### src/rtl/freq_meter.sv
// freq_meter: gated edge-counting frequency meter.
// Counts synchronized rising edges of sig_in over a window of GATE_CYCLES
// reference-clock cycles and reports the result with a one-cycle valid strobe.
// Single-shot (start) and back-to-back (continuous) measurement are supported.
module freq_meter #(
  parameter int GATE_CYCLES = 100000000,
  parameter int CNT_WIDTH   = 32,
  parameter int SYNC_STAGES = 2
) (
  input  logic                 clk,
  input  logic                 rst,
  input  logic                 sig_in,
  input  logic                 start,
  input  logic                 continuous,
  output logic [CNT_WIDTH-1:0] count,
  output logic                 valid,
  output logic                 busy,
  output logic                 overflow
);

  localparam int GW = (GATE_CYCLES > 1) ? $clog2(GATE_CYCLES) : 1;
  localparam logic [GW-1:0] GATE_LAST = GW'(GATE_CYCLES - 1);

  typedef enum logic {
    IDLE = 1'b0,
    GATE = 1'b1
  } state_t;

  state_t                 state;
  state_t                 state_next;

  logic [SYNC_STAGES-1:0] sync;
  logic                   hist;
  logic                   rise;

  logic [GW-1:0]          gate_cnt;
  logic [CNT_WIDTH-1:0]   edge_cnt;
  logic                   sticky;

  logic                   open_win;
  logic                   last;
  logic                   restart;
  logic                   at_max;
  logic [CNT_WIDTH-1:0]   final_cnt;
  logic                   final_ovf;

  // Synchronize the asynchronous input and keep one history bit for edge detection.
  // NOTE: every clocked process uses non-blocking assignments so all flops
  // update together from pre-edge values, which is what makes the shift chain work.
  always_ff @(posedge clk) begin
    if (rst) begin
      sync <= '0;
      hist <= 1'b0;
    end else begin
      sync <= {sync[SYNC_STAGES-2:0], sig_in};
      hist <= sync[SYNC_STAGES-1];
    end
  end

  assign rise = sync[SYNC_STAGES-1] & ~hist;

  // State register.
  always_ff @(posedge clk) begin
    if (rst) state <= IDLE;
    else     state <= state_next;
  end

  // Next-state logic: open a window on request, close it after the last gate
  // cycle unless continuous mode asks for another one.
  // NOTE: the default assignment at the top keeps this process free of latches
  // on any path that does not assign state_next explicitly.
  always_comb begin
    state_next = state;
    case (state)
      IDLE:    if (start || continuous)   state_next = GATE;
      GATE:    if (last && !continuous)   state_next = IDLE;
      default:                            state_next = IDLE;
    endcase
  end

  // Control decode: window open/close events and the final count of a window,
  // including a rise that lands on the last gate cycle.
  always_comb begin
    open_win  = (state == IDLE) && (start || continuous);
    last      = (state == GATE) && (gate_cnt == GATE_LAST);
    restart   = open_win || (last && continuous);
    at_max    = (edge_cnt == {CNT_WIDTH{1'b1}});
    final_cnt = (rise && !at_max) ? edge_cnt + 1'b1 : edge_cnt;
    final_ovf = sticky || (rise && at_max);
  end

  // Gate and edge counters; the edge counter saturates and latches overflow.
  always_ff @(posedge clk) begin
    if (rst) begin
      gate_cnt <= '0;
      edge_cnt <= '0;
      sticky   <= 1'b0;
    end else if (restart) begin
      gate_cnt <= '0;
      edge_cnt <= '0;
      sticky   <= 1'b0;
    end else if (state == GATE && !last) begin
      gate_cnt <= gate_cnt + 1'b1;
      if (rise) begin
        if (at_max) sticky   <= 1'b1;
        else        edge_cnt <= edge_cnt + 1'b1;
      end
    end
  end

  // Registered outputs: result capture on the last gate cycle, strobe and busy flag.
  always_ff @(posedge clk) begin
    if (rst) begin
      count    <= '0;
      overflow <= 1'b0;
      valid    <= 1'b0;
      busy     <= 1'b0;
    end else begin
      valid <= last;
      busy  <= (state_next == GATE);
      if (last) begin
        count    <= final_cnt;
        overflow <= final_ovf;
      end
    end
  end

endmodule

### config.mk
export PLATFORM = sky130hd
export DESIGN_NAME = freq_meter
export DESIGN_NICKNAME = d
export VERILOG_FILES = /design/src/rtl/freq_meter.sv
export SDC_FILE = /design/constraint.sdc
export NUM_CORES = 1
export LEC_CHECK = 0
export ABC_AREA = 1
export CAP_MARGIN = 15
export CORE_MARGIN = 2
export CORE_UTILIZATION = 25
export DETAILED_ROUTE_END_ITERATION = 8
export GPL_ROUTABILITY_DRIVEN = 0
export PLACE_DENSITY = 0.4
export SLEW_MARGIN = 15
export SYNTH_ARGS = -nofsm -noshare
export SYNTH_HDL_FRONTEND = slang
export SYNTH_SLANG_ARGS = --single-unit
### constraint.sdc
create_clock -name clk -period 1.85 [get_ports clk]
set_input_delay 0.185 -clock clk [delete_from_list [all_inputs] [get_ports clk]]
set_output_delay 0.185 -clock clk [all_outputs]
set_load 0.02 [all_outputs]
# Word-level counts from Yosys, hierarchy flattened
# Cells that the tools add are included.
[word_totals]
register_bits = 98
input_bits = 5
output_inout_bits = 35
[op_classes]
add_sub_neg = 2
eq_ne = 2
mux = 4
bitwise = 4
n_reduce_logical = 16
[ops]
columns = ["op", "n"]
rows = [
  ["32-bit by 1-bit adder with 32-bit output, second input constant", 1],
  ["32-bit == test, second input constant", 1],
  ["32-bit 2-to-1 mux", 1],
  ["27-bit by 1-bit adder with 27-bit output, second input constant", 1],
  ["27-bit == test, second input constant", 1],
  ["1-bit logical AND", 7],
  ["3-bit AND reduction", 2],
  ["1-bit logical NOT", 3],
  ["1-bit logical OR", 3],
  ["1-bit inverter", 3],
  ["1-bit 2-to-1 mux", 2],
  ["1-bit case mux with 2 select lines", 1],
  ["2-bit OR reduction", 1],
  ["1-bit AND", 1],
]

# Depth between registers and ports, before layout
[depth]
ltp_word = 5
depth_mapped = 13
mapped_depth_nobuf = 12

# Worst setup path after synthesis
# OpenSTA, ideal clock, no wires.
[synth_path]
kind = "flip-flop to flip-flop"
start = "reg gate_cnt[0]"
end = "reg gate_cnt[17]"
setup_time_ps = 116
arrival_ps = 1746
slack_ps = -12
path_stages_with_launch = 13
synth_period_minus_slack_ps = 1862
cell_sequence = "dfxtp_1 -> ha_1 -> nand3_2 -> inv_2 -> nand2_2 -> inv_2 -> nand2_1 -> nor2_2 -> nor2_4 -> o21bai_4 -> buf_4 -> buf_6 -> a21oi_1"
[synth_via]
elab_chain_len = 5
[synth_lines]
columns = ["item", "line_no", "source"]
rows = [
  ["start: declaration", "36", "logic [GW-1:0] gate_cnt;"],
  ["start signal: assignment", "103", "gate_cnt <= gate_cnt + 1'b1;"],
  ["parallel branches: the longest is 5 deep, another holds 27-bit by 1-bit adder with 27-bit output", "--", ""],
]
# Several ways; the timed one is not identified.
# A chain may end at the register's enable or synchronous reset.

# Worst setup path in the final report
[layout_path]
start = "reg gate_cnt[0]"
end = "reg edge_cnt[13]"
[layout_via]
elab_chain_len = 5
[layout_lines]
columns = ["item", "line_no", "source"]
rows = [
  ["27-bit == test (*)", "85", "last = (state == GATE) && (gate_cnt == GATE_LAST);"],
  ["1-bit logical AND (*)", "85", ""],
  ["1-bit logical NOT / 1-bit logical AND (equally long branches)", "102, 86", ""],
  ["1-bit logical AND / 1-bit logical OR (equally long branches)", "102, 86", ""],
  ["3-bit AND reduction (no line) / 2-bit OR reduction (equally long branches)", "--", ""],
  ["end signal: assignment", "106", "else edge_cnt <= edge_cnt + 1'b1;"],
  ["end: declaration", "37", "logic [CNT_WIDTH-1:0] edge_cnt;"],
]
# Mark *: on every way between the ends. The rest lies on a longest branch, timed or not.

==> results.py <==
metrics = {
    "sta": {
        "min_period_ns": 1.78,
        "relSlewSlack_pct": 73.1,
        "setup_tns_ns": 0,
        "timing.final.crit_share_pct": 96.1,
        "rsz0062_at_grt": "yes",
        "setup-violations-final": 0,
        "slew_violations": 0,
        "skew_ns": 0.00711,
        "hold_viol": 0,
        "tightest_slew_ns": 0.403,
        "timing.fmax_ghz": 0.563,
    },
    "setup_path": {
        "path_class": "flop to flop",
        "rrSetupSlack_ns": 0.07,
        "worst_r2r_path_depth": 12,
        "worstReg2RegStart": "gate_cnt[0]",
        "arrival_ns": 2.02,
        "r2r-end": "edge_cnt[13]",
        "cp.required_ns": 2.10,
        "cp_max_fo": 7,
        "endpoint_kind": "flop",
        "endpoint": "edge_cnt[13]",
        "cp-start-kind": "flop",
        "crit_start": "gate_cnt[0]",
    },
    "die": {
        "core_um2": 21800,
        "start_util_pct": 25.4,
        "die_h_um": 153,
        "die_w_um": 153,
        "die-area_um2": 23300,
        "boundaryPins": 40,
        "row_count": 54,
    },
    "detailed_routing": {
        "dr.pass1.iters": 4,
        "drt_wl_total_mm": 19.5,
        "drtAntennaViolNets": 0,
        "vias_per_cell": 4.42,
        "wl_per_cell_um": 14.9,
        "num_vias": 5769,
        "drt_iter0_drc": 381,
        "drc_errors": 0,
    },
    "clock_network": {
        "cts_buffer_depth": 2,
        "clkLatencyLatePin_ns": 0.35,
        "root_buffer": "clkbuf_16",
        "cts_made_buffers": 9,
        "cts_tree": "yes",
        "path_clk_slew_ns": 0.07,
        "numClockSinks": 98,
        "h-tree-depth": 3,
    },
    "hold_path": {
        "hold_class": "input pin to flop",
    },
    "placement": {
        "dp.cells": 1272,
        "port_buffers": 39,
        "dpl_cell_area_um2": 6810,
        "dp_hpwl_mm": 12.6,
    },
    "yosys": {
        "ys_seq_elements": 98,
        "syn_area_per_cell_um2": 6.12,
        "synth_top_area_share_pct": 35.5,
        "syn_area_um2": 5530,
        "syn_nets": 911,
        "synth.yosys.seq_area_share_pct": 35.5,
        "synthCells": 904,
        "yosysUniqueCellTypes": 25,
        "synth_area_leaders": "dfxtp_1, nand2_1, a21oi_1, nor2_1, inv_1",
        "synth_area_leader_cell": "dfxtp_1",
        "yosysWarnings": 0,
    },
    "cells_and_area": {
        "drive_gt1_share_pct": 15.3,
        "final_nets": 1028,
        "final_cells": 1306,
        "syn_to_final_growth_pct": 36.2,
        "fin_area_um2": 7540,
        "diodes": 0,
    },
    "status": {
        "status": "finished clean",
    },
    "power_and_ir_drop": {
        "power.density_nw_per_um2": 582,
        "ir_drop_v": 0.000389,
        "leakage_uw": 0.00284,
    },
    "global_route": {
        "grt_overflow": 0,
        "grt_max_degree": 43,
        "grt_pass1_vias": 5540,
        "grt_pass1_wl_mm": 29.1,
        "antenna_found_initial": 0,
        "grt_util_all_layers_pct": 15.6,
    },
    "run": {
        "maxCapViolations": 0,
    },
}
==> placed cells by master, fill, tap and decap left out, drive strengths merged <==
cell           count
a21oi             98
nand3             34
nand2            368
o21ai             21
inv               82
clkinv             2
nor2             120
nand4              2
clkinvlp           1
bufinv             1
dfxtp             98
clkbuf            18
xor2              16
o21bai             2
nand3b            19
ha                 2
xnor2              9
clkdlybuf4s50     39
a31oi              1
buf               93
==> Yosys cell counts <==
master	number
a21oi_1	98
a31oi_1	1
buf_2	18
buf_4	2
buf_6	6
clkbuf_1	6
dfxtp_1	98
ha_1	2
inv_1	77
inv_2	5
nand2_1	364
nand2_2	3
nand2_4	1
nand3_1	33
nand3_2	1
nand3b_1	19
nand4_1	2
nor2_1	116
nor2_2	2
nor2_4	2
o21ai_0	21
o21bai_1	1
o21bai_4	1
xnor2_1	9
xor2_1	16
==> kinds of logic (layout without fill, tap and decap cells) <==
group / Yosys count / in the layout / synth area share [%]
and+or+nand+nor: 543 / 543 / 39.7
adders and majority gates: 2 / 2 / 0.452
xor gates and xnor gates: 25 / 25 / 3.96
buffers and inverters: 114 / 236 / 9.09
AOI/OAI and AO/OA: 122 / 122 / 11.3
DFF: 98 / 98 / 35.5
==> power breakdown <==
part / internal (uW) / switching, uW
clock network: 1090 / 886
logic: 117 / 176
registers: 2110 / 4.92
==> area by class of cell <==
| cell class | instances | area (um2) |
|---|---|---|
| Fill cell | 2429 | 14200 |
| Multi-Input combinational cell | 692 | 3180 |
| Sequential cell | 98 | 1970 |
| Timing Repair Buffer | 138 | 1420 |
| Tap cell | 280 | 350 |
| Inverter | 82 | 313 |
| Clock buffer | 12 | 246 |
| Clock inverter | 4 | 51.3 |
==> worst max-delay path: stages, from the launching register on <==
cell	delay (ns)
dfxtp_2	0.36
ha_4	0.15
nand3_4	0.09
inv_4	0.07
nand2_4	0.07
inv_2	0.07
nand2_2	0.07
nor2_4	0.14
nor2_4	0.08
o21bai_4	0.18
buf_12	0.17
clkbuf_16	0.16
a21oi_1	0.04
==> worst min path at each step <==
stage,endpoint,cells after the start,start,slack [ns]
6_report,sync[0],3,sig_in,0.36
4_1_cts,sync[0],3,sig_in,0.36
3_3_place_gp,sync[1],2,sync[0],0.39
2_1_floorplan,sync[0],2,sig_in,0.29
3_5_place_dp,sync[1],2,sync[0],0.39
5_1_grt,sync[0],3,sig_in,0.37
==> repair_timing <==
action	in CTS	in global routing
setup buffers	0	7
resized for setup	1	42
cloned	0	11
hold buffers	0	0
setup endpoints to repair	4	94
pin swaps	0	9
==> metal layers <==
metal / global-route usage, % / part of all wire [%]
met1: 20.4 / 49
met2: 27.0 / 47
met3: 2.45 / 2.3
met4: 3.62 / 0.94
met5: 0 / 0
==> flip-flops by register name, summed over array words and instances (netlist names) <==
name      cells
count        32
gate_cnt     27
overflow      1
edge_cnt     32
hist          1
busy          1
valid         1
sync          2
sticky        1
==> metrics by stage <==
| step | worst slack, ns | utilization, % | total power, uW | hold WS, ns |
|---|---|---|---|---|
| floorplan | 0.0127 | - | 2290 | 0.292 |
| global placement | 0.0131 | 31.3 | 2380 | 0.390 |
| detailed placement | 0.000328 | 31.3 | 2380 | 0.392 |
| CTS | -0.00580 | 32.7 | 4370 | 0.357 |
| global route | -0.0367 | 34.6 | 4570 | 0.374 |
| finish | 0.0722 | 34.6 | 4390 | 0.358 |
(Power assumes the default switching activity.)
